[config.mk]
export PLATFORM = sky130hd
export DESIGN_NAME = w_unload_counter
export DESIGN_NICKNAME = d
export VERILOG_FILES = /design/src/rtl/w_unload_counter.sv
export SDC_FILE = /design/constraint.sdc
export NUM_CORES = 1
export LEC_CHECK = 0
export ABC_AREA = 1
export BUFFER_PORTS_ARGS = -buffer_cell sky130_fd_sc_hd__buf_4
export CAP_MARGIN = 20
export CORE_UTILIZATION = 56
export DETAILED_ROUTE_END_ITERATION = 10
export PLACE_DENSITY = 0.85
export RECOVER_POWER = 100
export SLEW_MARGIN = 20
export SYNTH_ARGS = -nofsm -noshare
export SYNTH_HDL_FRONTEND = slang
export SYNTH_SLANG_ARGS = --single-unit
[constraint.sdc]
create_clock -name clk -period 2 [get_ports clk]
set_clock_uncertainty 0.05 [all_clocks]
set_input_delay 0.3 -clock clk [delete_from_list [all_inputs] [get_ports clk]]
set_output_delay 0.3 -clock clk [all_outputs]
set_load 0.03 [all_outputs]
[src/rtl/w_unload_counter.sv]
// rtl/w_unload_counter.sv - splits a W sum back into counter1/counter2 values with start/busy/done handshake
//
// Purpose: counterpart of the counter-pair / W-register block. A W sum captured with start is
//   redistributed into count1/count2 in the same fill order: both counters step together until
//   count2 reaches CAP2, then count1 steps alone. Sums above CAP1+CAP2 raise a sticky err.
//   All state updates happen on the falling clock edge.
//
// Ports:
//   clk      in   1          clock (falling edge active)
//   reset    in   1          asynchronous active-low reset
//   start    in   1          request, sampled only in IDLE
//   w_input  in   W_WIDTH    sum to split, captured with an accepted start
//   count1   out  CNT_WIDTH  counter1 value, held after done
//   count2   out  CNT_WIDTH  counter2 value, held after done
//   busy     out  1          high in LOAD/BOTH/ONE
//   done     out  1          one-cycle pulse in DONE
//   err      out  1          sticky out-of-range flag, cleared by the next accepted start
//
// Configuration macro: W_SAT_CLAMP_EN
//   defined     : out-of-range sums are clamped to CAP1+CAP2 and split normally; err stays 0.
//   not defined : out-of-range sums go through ERR and set err.

module w_unload_counter #(
   parameter int W_WIDTH   = 5,
   parameter int CNT_WIDTH = 4,
   parameter int CAP1      = 9,
   parameter int CAP2      = 4
) (
   input  logic                 clk,
   input  logic                 reset,
   input  logic                 start,
   input  logic [W_WIDTH-1:0]   w_input,
   output logic [CNT_WIDTH-1:0] count1,
   output logic [CNT_WIDTH-1:0] count2,
   output logic                 busy,
   output logic                 done,
   output logic                 err
);

   typedef enum logic [2:0] {
      S_IDLE = 3'd0,
      S_LOAD = 3'd1,
      S_BOTH = 3'd2,
      S_ONE  = 3'd3,
      S_DONE = 3'd4,
      S_ERR  = 3'd5
   } state_t;

   localparam logic [W_WIDTH-1:0]   MAX_W   = W_WIDTH'(CAP1 + CAP2);
   localparam logic [W_WIDTH-1:0]   REM_ONE = W_WIDTH'(1);
   localparam logic [W_WIDTH-1:0]   REM_TWO = W_WIDTH'(2);
   localparam logic [CNT_WIDTH-1:0] CAP2_C  = CNT_WIDTH'(CAP2);

   state_t               state_q, state_d;
   logic [W_WIDTH-1:0]   rem_q, rem_d;
   logic [CNT_WIDTH-1:0] cnt1_q, cnt1_d;
   logic [CNT_WIDTH-1:0] cnt2_q, cnt2_d;
   logic                 busy_q, busy_d;
   logic                 done_q, done_d;
   logic                 err_q, err_d;

   always_comb begin
      state_d = state_q;
      rem_d   = rem_q;
      cnt1_d  = cnt1_q;
      cnt2_d  = cnt2_q;
      err_d   = err_q;

      case (state_q)
         S_IDLE: begin
            if (start) begin
               state_d = S_LOAD;
               rem_d   = w_input;
               cnt1_d  = '0;
               cnt2_d  = '0;
               err_d   = 1'b0;
            end
         end

         S_LOAD: begin
            if (rem_q > MAX_W) begin
`ifdef W_SAT_CLAMP_EN
               rem_d   = MAX_W;
               state_d = S_BOTH;
`else
               state_d = S_ERR;
`endif
            end else if (rem_q == '0) begin
               state_d = S_DONE;
            end else begin
               state_d = S_BOTH;
            end
         end

         S_BOTH: begin
            if (rem_q == '0) begin
               state_d = S_DONE;
            end else if (rem_q >= REM_TWO && cnt2_q < CAP2_C) begin
               cnt1_d  = cnt1_q + 1'b1;
               cnt2_d  = cnt2_q + 1'b1;
               rem_d   = rem_q - REM_TWO;
               state_d = (rem_q == REM_TWO) ? S_DONE : S_BOTH;
            end else begin
               // Falling out of the paired phase still performs one single step on this edge.
               cnt1_d  = cnt1_q + 1'b1;
               rem_d   = rem_q - REM_ONE;
               state_d = (rem_q == REM_ONE) ? S_DONE : S_ONE;
            end
         end

         S_ONE: begin
            if (rem_q == '0) begin
               state_d = S_DONE;
            end else begin
               cnt1_d  = cnt1_q + 1'b1;
               rem_d   = rem_q - REM_ONE;
               state_d = (rem_q == REM_ONE) ? S_DONE : S_ONE;
            end
         end

         S_DONE: begin
            state_d = S_IDLE;
         end

         S_ERR: begin
            err_d   = 1'b1;
            state_d = S_IDLE;
         end

         default: begin
            state_d = S_IDLE;
         end
      endcase
   end

   // Handshake outputs are registered from the next state so they line up with the state register.
   assign busy_d = (state_d == S_LOAD) || (state_d == S_BOTH) || (state_d == S_ONE);
   assign done_d = (state_d == S_DONE);

   always_ff @(negedge clk or negedge reset) begin
      if (!reset) begin
         state_q <= S_IDLE;
         rem_q   <= '0;
         cnt1_q  <= '0;
         cnt2_q  <= '0;
         busy_q  <= 1'b0;
         done_q  <= 1'b0;
         err_q   <= 1'b0;
      end else begin
         state_q <= state_d;
         rem_q   <= rem_d;
         cnt1_q  <= cnt1_d;
         cnt2_q  <= cnt2_d;
         busy_q  <= busy_d;
         done_q  <= done_d;
         err_q   <= err_d;
      end
   end

   assign count1 = cnt1_q;
   assign count2 = cnt2_q;
   assign busy   = busy_q;
   assign done   = done_q;
   assign err    = err_q;

endmodule

* Word-level counts from Yosys, hierarchy flattened
Index checks and enable logic that the tools add are counted.
Cells by class: add/sub/neg operators 4, $lt $le $gt $ge 3, equality and inequality tests 15, multiplexer cells 22, reduce and logical (&&, ||, !) cells 14
Operator list (number):
- $mux W3 | 8
- $mux W5 | 4
- $mux W4 | 4
- $pmux W4 S2 | 2
- $pmux W5 S3 | 1
- $eq A3 B2 Y1 const B | 4
- $pmux W3 S4 | 1
- $ne A2 B2 Y1 const B | 5
- $add A4 B1 Y4 const B | 2
- $reduce_and A4 Y1 | 2
- $eq A3 B1 Y1 const B | 2
- $eq A3 B3 Y1 const B | 2
- $reduce_bool A2 Y1 | 3
- $eq A5 B1 Y1 const B | 1
- $eq A5 B2 Y1 const B | 1
- $ge A5 B2 Y1 const B | 1
- $gt A5 B4 Y1 const B | 1
- $logic_not A5 Y1 | 1
- $sub A5 B1 Y5 const B | 1
- $sub A5 B2 Y5 const B | 1
- $lt A4 B3 Y1 const B | 1
- $logic_not A3 Y1 | 1
- $reduce_and A3 Y1 | 1
- $reduce_bool A3 Y1 | 1
- other kinds (6) | 7
Word-level totals: register bits 19

* Longest topological paths before layout
depth after elaboration 8, gate-level depth with buffers 12, mapped depth without buffers 12

==> results.py <==
metrics = {
    "layout": {
        "final_util_pct": 75.7,
        "nets": 239,
        "area_delta_synth_final_pct": 26.8,
        "drive_gt1_share_pct": 22.3,
        "diodes": 0,
    },
    "synth": {
        "synth_seq_cells": 19,
        "synthTopCellsByCount": "44 x nand2_1, 26 x nor2_1, 22 x inv_1, 19 x dfrtn_1, 18 x nand3_1",
        "ys_seq_area_share_pct": 35.6,
        "synth_top_area_share_pct": 35.6,
        "syn-cell-area_sq_mm": 0.00133,
        "yosysWarnings": 0,
        "synth_flop_cell": "dfrtn_1",
        "synth-edff-count": 0,
        "synth_area_leaders": "dfrtn_1 36%, nand2_1 12%, ha_1 9.4%",
        "synthMostInstantiatedCell": "nand2_1",
        "syn_inst": 184,
        "synth_nets": 202,
        "syn_area_per_cell_sq_um": 7.25,
        "yosysUniqueCellTypes": 25,
        "synth_top_area_cell": "dfrtn_1",
        "async_reset_ff_share_pct": 100,
    },
    "critical_path": {
        "crit_cells": 1,
        "reg2reg_depth": 10,
        "critPathCapture": "count2[1]",
        "crit_path_start": "count2[1]",
        "crit_required_ns": 1.65,
        "crit_arrival_ns": 1.92,
        "r2r_start": "rem_q[1]",
        "crit_path_max_fanout": 3,
        "cp_num_buf_inv": 1,
        "critPathLaunchType": "flop",
        "r2r-end": "done",
        "cp-end-kind": "output pin",
        "max_stage_delay_ns": 0.47,
        "crit_family": "flip-flops",
        "reg2reg_slack_ns": 0.03,
        "path_class": "reg2out",
        "path_cells": "buf_6",
        "crit_slowest_cell": "dfrtn_1",
    },
    "floorplanning": {
        "start_util_pct": 59.7,
        "die_h_um": 50.8,
        "die_area_sq_mm": 0.00258,
        "rows": 17,
        "die_w_um": 50.8,
        "io_pins": 19,
        "core_sq_mm": 0.00223,
    },
    "grt": {
        "grtUsageTotal_pct": 30.3,
        "grt_pass1_vias": 1357,
        "grt_max_degree": 20,
        "grt_overflow_total": 0,
        "antenna_found_initial": 0,
        "grt_pass1_wl_um": 5710,
    },
    "route": {
        "drt_iter0_drc": 68,
        "drc": 0,
        "ant_nets": 0,
        "vias": 1381,
        "drt_wl_total_um": 3440,
        "wl_per_cell_um": 13.9,
        "viasPerCell": 5.57,
        "firstDrtPassIters": 4,
    },
    "min_path": {
        "whs_path_depth": 1,
        "min_path_type": "reg2reg",
    },
    "power_and_ir_drop": {
        "leakagePower_nw": 0.904,
        "intPower_mw": 1.27,
        "powerDensity_mw_per_mm2": 1540,
        "p_sw_share_pct": 51.0,
        "sequentialPowerShare_pct": 26.5,
        "clockPowerShare_pct": 8.0,
        "pwr-share-comb_pct": 65.4,
        "p_switching_mw": 1.33,
        "peakVddDrop_uv": 957,
    },
    "sta": {
        "hold_viol": 0,
        "slew_headroom_pct": 31.3,
        "rsz0062_at_grt": "yes",
        "slew_violations": 0,
        "worst_slew_pin_slew_ns": 1.03,
        "fin_hold_ws_ns": 0.461,
        "setup_viol": 12,
        "finalWorstSetupSlack_ns": -0.273,
    },
    "cts": {
        "cts_made_buffers": 3,
        "cts_tree": "done",
        "clkTransAtPathRegs_ns": 0.08,
        "cts.sinks": 19,
        "ctsHtreeMaxLevel": 1,
        "cts_root_buf": "clkbuf_4",
        "clk_latency_ns": 0.31,
        "clockBufferDepth": 2,
    },
    "place": {
        "dp_hpwl_um": 2480,
        "io_buffers": 18,
        "gp_congestion": 0.862,
    },
    "job": {
        "max_cap_violations": 0,
    },
    "status": {
        "status": "finished with violations",
        "violations": "setup timing",
    },
}
==> power groups by stage <==
stage	combinational [mW]	clock (mW)	sequential, mW
6_report	1.70	0.209	0.690
3_5_place_dp	1.60	0	0.684
3_3_place_gp	1.53	0	0.675
4_1_cts	1.67	0.211	0.689
5_1_grt	1.88	0.220	0.705
2_1_floorplan	1.00	0	0.792
==> final cells by class <==
type / instances / area [sq um]
fillers: 171 / 542
repair buffers: 33 / 278
clock buffers: 3 / 22.5
inverters: 25 / 93.8
clock inverters: 1 / 5.00
flip-flops and latches: 19 / 475
well taps: 28 / 35.0
multi-input cells: 139 / 782
==> worst min path at each step <==
| stage | startpoint | endpoint | slack [ns] |
|---|---|---|---|
| floorplan | state_q[2] | err | 0.43 |
| global placement | err | err | 0.40 |
| detailed placement | err | err | 0.40 |
| CTS | state_q[2] | err | 0.46 |
| global route | count2[1] | count2[1] | 0.49 |
| finish | state_q[2] | err | 0.46 |
==> routing by layer <==
layer,GRT usage [%],up-vias,share of wire [%]
met5,0,-,0
met4,15.7,0,3.4
met3,4.85,16,7.0
met2,54.0,73,49
met1,34.3,630,41
li1,-,662,-
==> metrics by stage <==
step | setup TNS (ns) | power [mW] | cells | setup WS (ns) | cell area (sq um)
floorplan | -0.0241 | 1.80 | 184 | -0.0241 | 1360
global placement | -1.63 | 2.21 | 238 | -0.164 | 1590
detailed placement | -2.12 | 2.28 | 238 | -0.212 | 1590
CTS | -2.60 | 2.57 | 246 | -0.276 | 1690
global route | -3.50 | 2.81 | 248 | -0.299 | 1690
finish | -2.61 | 2.60 | 248 | -0.273 | 1690
==> state kept, by name (all words and copies together), names as in the netlist <==
name	cells
state_q	3
done	1
rem_q	5
count2	4
count1	4
busy	1
err	1
==> logic make-up (layout without fill, tap and decap cells) <==
| kind of cell | Yosys count | count (layout) | share of synthesized area (%) |
|---|---|---|---|
| and+or+nand+nor | 104 | 104 | 35.8 |
| buffers and inverters | 26 | 62 | 7.41 |
| AOI/OAI and AO/OA | 20 | 20 | 8.44 |
| DFF | 19 | 19 | 35.6 |
| adders and majority gates | 10 | 10 | 9.38 |
| xor gates and xnor gates | 5 | 5 | 3.28 |
==> cell usage in the layout, fill, tap and decap left out, drive strengths merged, types with 2 or more instances in the layout <==
cell    count
or2         2
buf        30
o21ai       6
a21oi      10
nor2       28
nand4       2
clkbuf      6
nand3      21
xor2        3
dfrtn      19
ha         10
inv        25
nand2      48
nor3        2
xnor2       2
==> what timing repair did <==
action / CTS / global route
setup buffers: 4 / 2
gates resized for setup: 11 / 3
hold endpoints to repair: 0 / 0
hold buffers: 0 / 0
endpoints found under the setup margin: 11 / 15
pin swaps: 0 / 1
(Power assumes the default switching activity.)
